--- src/rtl/cpu_pkg.sv ---
// rtl/cpu_pkg.sv - shared 6502 core types: flag commands and status bit indices
package cpu_pkg;

    typedef enum logic [3:0] {
        FLG_NOP  = 4'd0,
        FLG_NZ   = 4'd1,
        FLG_NZC  = 4'd2,
        FLG_NZCV = 4'd3,
        FLG_NZS  = 4'd4,
        FLG_BIT  = 4'd5,
        FLG_PLP  = 4'd6,
        FLG_CLC  = 4'd7,
        FLG_SEC  = 4'd8,
        FLG_CLI  = 4'd9,
        FLG_SEI  = 4'd10,
        FLG_CLV  = 4'd11,
        FLG_CLD  = 4'd12,
        FLG_SED  = 4'd13,
        FLG_INT  = 4'd14
    } flag_op_t;

    localparam int FLAG_N = 7;
    localparam int FLAG_V = 6;
    localparam int FLAG_U = 5;
    localparam int FLAG_B = 4;
    localparam int FLAG_D = 3;
    localparam int FLAG_I = 2;
    localparam int FLAG_Z = 1;
    localparam int FLAG_C = 0;

    // U and B are not real storage; they only exist in pushed copies of P
    localparam logic [7:0] UB_MASK = 8'h30;

endpackage

--- src/rtl/status_flags.sv ---
// rtl/status_flags.sv - 6502 processor status register with one-stage flag command pipeline
module status_flags
    import cpu_pkg::*;
#(
    parameter logic [7:0] RESET_P = 8'h04
) (
    input  logic       clk,
    input  logic       rst,
    input  logic [3:0] flag_op,
    input  logic [7:0] bus_in,
    input  logic [7:0] alu_out,
    input  logic       alu_c,
    input  logic       alu_v,
    input  logic       shift_c,
    output logic [7:0] p,
    output logic [7:0] p_irq,
    output logic       c_fwd,
    output logic       pend
);

    logic [3:0] op_r;
    logic [7:0] bus_r;
    logic [7:0] p_r;
    logic [7:0] p_next;
    logic       zr;
    logic       nr;

    always_ff @(posedge clk) begin
        if (rst) begin
            op_r  <= FLG_NOP;
            bus_r <= 8'h00;
            p_r   <= RESET_P & ~UB_MASK;
        end else begin
            op_r  <= flag_op;
            bus_r <= bus_in;
            p_r   <= p_next;
        end
    end

    // Stage 2: op_r meets the ALU result that was registered alongside it
    always_comb begin
        p_next = p_r;
        zr     = (alu_out == 8'h00);
        nr     = alu_out[7];
        case (op_r)
            FLG_NZ: begin
                p_next[FLAG_N] = nr;
                p_next[FLAG_Z] = zr;
            end
            FLG_NZC: begin
                p_next[FLAG_N] = nr;
                p_next[FLAG_Z] = zr;
                p_next[FLAG_C] = alu_c;
            end
            FLG_NZCV: begin
                p_next[FLAG_N] = nr;
                p_next[FLAG_Z] = zr;
                p_next[FLAG_C] = alu_c;
                p_next[FLAG_V] = alu_v;
            end
            FLG_NZS: begin
                p_next[FLAG_N] = nr;
                p_next[FLAG_Z] = zr;
                p_next[FLAG_C] = shift_c;
            end
            FLG_BIT: begin
                p_next[FLAG_N] = bus_r[7];
                p_next[FLAG_V] = bus_r[6];
                p_next[FLAG_Z] = zr;
            end
            FLG_PLP: p_next = bus_r & ~UB_MASK;
            FLG_CLC: p_next[FLAG_C] = 1'b0;
            FLG_SEC: p_next[FLAG_C] = 1'b1;
            FLG_CLI: p_next[FLAG_I] = 1'b0;
            FLG_SEI: p_next[FLAG_I] = 1'b1;
            FLG_CLV: p_next[FLAG_V] = 1'b0;
            FLG_CLD: p_next[FLAG_D] = 1'b0;
            FLG_SED: p_next[FLAG_D] = 1'b1;
            FLG_INT: p_next[FLAG_I] = 1'b1;
            default: ;
        endcase
    end

    // Commands that leave C alone pass P.C through, so this is always the post-commit carry
    assign c_fwd = p_next[FLAG_C];
    assign pend  = (op_r != FLG_NOP);
    assign p     = p_r | UB_MASK;
    assign p_irq = p_r | (UB_MASK & ~(8'h01 << FLAG_B));

endmodule

--- config.mk ---
export PLATFORM = sky130hd
export DESIGN_NAME = status_flags
export DESIGN_NICKNAME = d
export VERILOG_FILES = /design/src/rtl/cpu_pkg.sv /design/src/rtl/status_flags.sv
export SDC_FILE = /design/constraint.sdc
export NUM_CORES = 1
export LEC_CHECK = 0
export CORE_MARGIN = 8
export CORE_UTILIZATION = 34
export CTS_CLUSTER_DIAMETER = 60
export DETAILED_ROUTE_END_ITERATION = 8
export PLACE_DENSITY = 0.84
export SLEW_MARGIN = 15
export SYNTH_ARGS = -nofsm -noshare
export SYNTH_HDL_FRONTEND = slang
export SYNTH_SLANG_ARGS = --single-unit
--- constraint.sdc ---
create_clock -name clk -period 1.2 [get_ports clk]
set_input_delay 0.18 -clock clk [delete_from_list [all_inputs] [get_ports clk]]
set_output_delay 0.18 -clock clk [all_outputs]
set_load 0.02 [all_outputs]
Word level (Yosys, flattened, before mapping)
Index checks and enable logic that the tools add are counted.
{"block": "op_classes", "shifts": 0, "div_mod_pow": 0, "n_bitwise": 0, "n_reduce_logical": 12, "eq_ne": 14, "add_sub_neg": 0, "n_lt_le_gt_ge": 0, "mux": 6, "mul": 0}
{"operator": "$eq 4x4->1 const B", "n": 7}
{"operator": "$eq 4x3->1 const B", "n": 4}
{"operator": "$pmux 1 s3", "n": 3}
{"operator": "$reduce_bool 3->1", "n": 3}
{"operator": "$eq 4x2->1 const B", "n": 2}
{"operator": "$logic_not 8->1", "n": 1}
{"operator": "$reduce_or 2->1", "n": 3}
{"operator": "$pmux 1 s5", "n": 1}
{"operator": "$reduce_or 5->1", "n": 1}
{"operator": "$eq 4x1->1 const B", "n": 1}
{"operator": "$pmux 1 s2", "n": 2}
{"operator": "$reduce_bool 2->1", "n": 2}
{"operator": "$reduce_bool 4->1", "n": 1}
{"operator": "$reduce_or 4->1", "n": 1}
{"block": "word_totals", "mem_count": 0, "rom_bits": 0, "latchBits": 0, "ramBits": 0, "regBits": 18}

Depth between registers and ports, before layout
Gate-level depths: netlist of the first run.
{"block": "logic_depth", "depth_word": 3, "mapped_depth": 5, "mapped_depth_nobuf": 4}

Worst setup path before layout of the first run
No wires, ideal clock.
{"block": "synth_timing", "path_kind": "reg-to-output", "startpoint": "register op_r[3]", "endpoint": "output port c_fwd", "path_stages_with_launch": 5, "arrival_time_ns": 1.148, "n_path_buf": 1, "slack_ns": -0.128, "required_time_ns": 1.020, "path_cell_list": "dfxtp_1 > buf_2 > nor4b_1 > nor4_1 > nor2_1"}
{"block": "synth_between", "elab_chain_cells": 3}
{"element": "start, declared", "line": "status_flags.sv:21", "source": "logic [3:0] op_r;"}
{"element": "start signal, assigned", "line": "status_flags.sv:34", "source": "op_r <= flag_op;"}
{"element": "$eq 4x2->1", "line": "status_flags.sv:45", "source": "case (op_r)"}
{"element": "$reduce_or 2->1 (no source line)"}
{"element": "$pmux 1 s5 (*)", "line": "status_flags.sv:45"}
{"element": "end, declared", "line": "status_flags.sv:17", "source": "output logic c_fwd,"}
Every way passes the cells marked *; elsewhere a longest branch is shown, timed or not.

Worst setup path in the final report of the first run
{"block": "layout_timing", "startpoint": "register op_r[2]", "endpoint": "output port c_fwd"}
Same word-level chain as after synthesis.

==> Flow_metrics.wiki, run 1 <==
{| class="wikitable"
! Metric !! Value
|-
| Cell with the biggest individual delay on the critical path || dfxtp_4
|-
| Area leader, netlist || dfxtp_1
|-
| Final worst hold slack || 0.4407 ns
|-
| Clock latency on the worst-skew pair || 0.28 ns
|-
| Final core utilization || 62.41%
|-
| Setup CP Type || flip-flop to primary output
|-
| Worst endpoint data arrival time || 1.38 ns
|-
| Final cell count without fillers || 166
|-
| Synthesis-to-finish area growth || 71.91%
|-
| Category of the worst setup path launch point || flip-flop
|-
| CP cell instances || nor3b_4 -> nor4_2 -> nor2_2 -> buf_6
|-
| Netlist cell types || 31
|-
| Ratio of total power to cell area || 978.9 nW/µm²
|-
| Diodes inserted || 0
|-
| Global-route wire length before repair || 3594 µm
|-
| Initial detailed-routing violation count || 9
|-
| Starting utilization of the core area || 36.30%
|-
| Leading cell types by total area after synthesis || dfxtp_1 40%, buf_4 10%, nor2b_1 10%
|-
| Horiz. Die Dim || 64.83 µm
|-
| Class of the worst hold path || input pin to flip-flop
|-
| Failing checks || setup timing
|-
| Global-route usage over all layers || 10.21%
|-
| Final weighted congestion in routability-driven placement || 0.7768
|-
| Post-DR wirelength/cell || 14.30 µm
|-
| CP Data Required Time || 1.02 ns
|-
| TritonCTS buffer count || 3
|-
| Worst-case vdd ir drop || 0.6527 mV
|-
| Leakage power total || 0.5657 nW
|-
| Final Skew || 0.004750 ns
|-
| DP Cell Count || 155
|-
| Synthesized-area fraction occupied by ao, oa, aoi and oai cells || 11.57%
|-
| Number of standard-cell rows in the floorplan || 17
|-
| Number of enable-type register cells in the synthesized netlist || 0
|-
| Placed wire-length estimate after detailed placement || 1759 µm
|-
| Proportion of synthesized flip-flops having asynchronous set or reset || 0%
|-
| Setup repair after global routing missed its margin || true
|-
| Core area || 2233 µm²
|-
| Ratio of cells with drive above 1 in the final layout || 40.58%
|-
| Clk buf depth || 2
|-
| Io pins || 43
|-
| Fillers || 197
|-
| Largest fanout of any net on the critical path || 5
|-
| Kind of cell with the highest combined delay on the critical path || simple AND/OR/NAND/NOR gates
|-
| Peak per-stage delay on the critical path || 0.37 ns
|-
| Mux contribution to synthesized area || 2.623%
|-
| Max_cap viols || 0
|-
| Synthesized area divided by synthesized cell count || 9.009 µm²
|-
| Leftover overflow at the end of global routing || 0
|-
| Maximum number of pins on one net before global-route repair || 11
|-
| Final WS setup || -0.3649 ns
|-
| Depth of the CTS H-tree || 1
|-
| FF+latch count, synth || 16
|-
| Final #Nets || 164
|-
| Buf+Inv Stages, Crit Path || 1
|-
| Xor-xnor portion of the synthesized cell area || 1.080%
|-
| Vias per cell || 4.795
|-
| Port bufs || 36
|-
| Detailed-route via count || 796
|-
| Area enclosed by the die boundary || 4203 µm²
|-
| Combinational family with the most area after synthesis || simple AND/OR/NAND/NOR gates
|-
| Number of antenna violations at the first check in global routing || 0
|-
| Sequential fraction of the synthesis area || 39.51%
|-
| Final period demand of the worst path || 1.565 ns
|-
| F_max || 639.0 MHz
|-
| Cell area after synthesis || 810.8 µm²
|-
| Element type at the critical path end || primary output
|-
| Number of hold-repair buffers added at the cts stage || 0
|-
| Result of the run || finished, violations left
|-
| # DRC || 0
|-
| Final hold violation count || 0
|-
| Number of optimization iterations in the first detailed-route pass || 4
|-
| TritonCTS clock tree || built
|-
| Clk sink count || 16
|-
| Total wire length || 2373 µm
|-
| Setup violations, final || 7
|-
| Clock Tree Root || clkbuf_4
|-
| Simple-gate area share of the yosys netlist || 30.25%
|-
| Post-route antenna net violation count || 0
|-
| Synthesized instance count || 90
|-
| CTS clock-pin slew for the worst setup and hold paths || 0.10 ns
|-
| Yosys top cell area share || 39.51%
|-
| Adder and majority gate portion of the synthesized area || 0%
|-
| Final period util || 130.4%
|-
| Primary FF master, synth || dfxtp_1
|-
| Yosys warning total || 0
|-
| Die height || 64.83 µm
|-
| Via count of the first global-routing pass || 854
|-
| Number of max-slew violations in the final report || 0
|}
## per-stage QoR
stage	power, mW	setup TNS (ns)	setup WS, ns	cell area, µm²
after floorplan	0.8202	-0.004033	-0.004033	853.3
after global placement	0.9799	-1.550	-0.6038	1230
after detailed placement	0.9895	-1.949	-0.6591	1230
after CTS	1.338	-1.244	-0.3514	1323
after global routing	1.414	-2.145	-0.4439	1394
final	1.364	-1.655	-0.3649	1394
## Yosys cell counts, types with 2 or more instances
cell      count
dfxtp_1      16
nor2b_1      13
buf_4        11
a21oi_1       6
nand2_1       5
nand3_1       4
nand2b_1      3
nor2_1        3
nor4_1        3
a311oi_1      2
buf_6         2
conb_1        2
nor3_1        2
## area by class of cell
cell class / count / area [µm²] / share of cell area (%)
repair buffers: 57 / 529.3 / 37.97
multi-input cells: 61 / 461.7 / 33.12
flip-flops and latches: 16 / 331.6 / 23.79
clock buffers: 4 / 36.28 / 2.603
well taps: 28 / 35.03 / 2.513
## routing by layer
metal	up-vias	wire length, µm	track usage, %	share of wire, %
met4	0	15	1.635	0.63
met1	376	1043	12.24	44
li1	389	-	-	-
met3	2	113	2.234	4.8
met2	29	1201	18.39	51
met5	-	0	0	0
## cell usage in the layout (no fill, tap or decap), types with 4 or more instances in the layout
master,n
clkdlybuf4s50_1,22
buf_4,17
nor2b_1,11
dfxtp_1,11
buf_6,5
nand2_1,4
a21oi_1,4
conb_1,4
clkdlybuf4s15_1,4
## power by group
part | switching [mW] | internal, mW
Sequential | 0.0300 | 0.565
Combinational | 0.190 | 0.230
Clock | 0.165 | 0.184
## cells by family after synthesis
family,count (synthesis)
simple gates,40
flops,16
buf+inv,15
compound gates,14
mux,2
other cells,2
xor+xnor,1
## what timing repair did
action	CTS	global route
buffers inserted	1	8
setup endpoints to repair	19	15
pin swaps	9	6
gates cloned	0	0
gates resized for setup	46	16
## path summary, 6_finish.rpt
path,start,to,slack [ns],cells after the start
worst min register to register,bus_r[7],p_r[7],0.48,2
worst min-delay path,flag_op[0],op_r[0],0.44,2
worst max register to register,op_r[2],p_r[1],-0.32,6
worst max-delay path,op_r[2],c_fwd,-0.36,4
## flip-flops by register name (all words and copies together), names as in the netlist
signal and count:
bus_r 6, p_r 6, op_r 4
(Power assumes the default switching activity.)
==> inputs of run 2 (changes only) <==
--- a/config.mk
+++ b/config.mk
@@ -8,6 +8,7 @@
 export CORE_MARGIN = 8
 export CORE_UTILIZATION = 34
 export CTS_CLUSTER_DIAMETER = 60
+export CTS_CLUSTER_SIZE = 10
 export DETAILED_ROUTE_END_ITERATION = 8
 export PLACE_DENSITY = 0.84
 export SLEW_MARGIN = 15
==> results of run 2 <==
The final DEF is identical to that of run 1; final timing and power are the same.
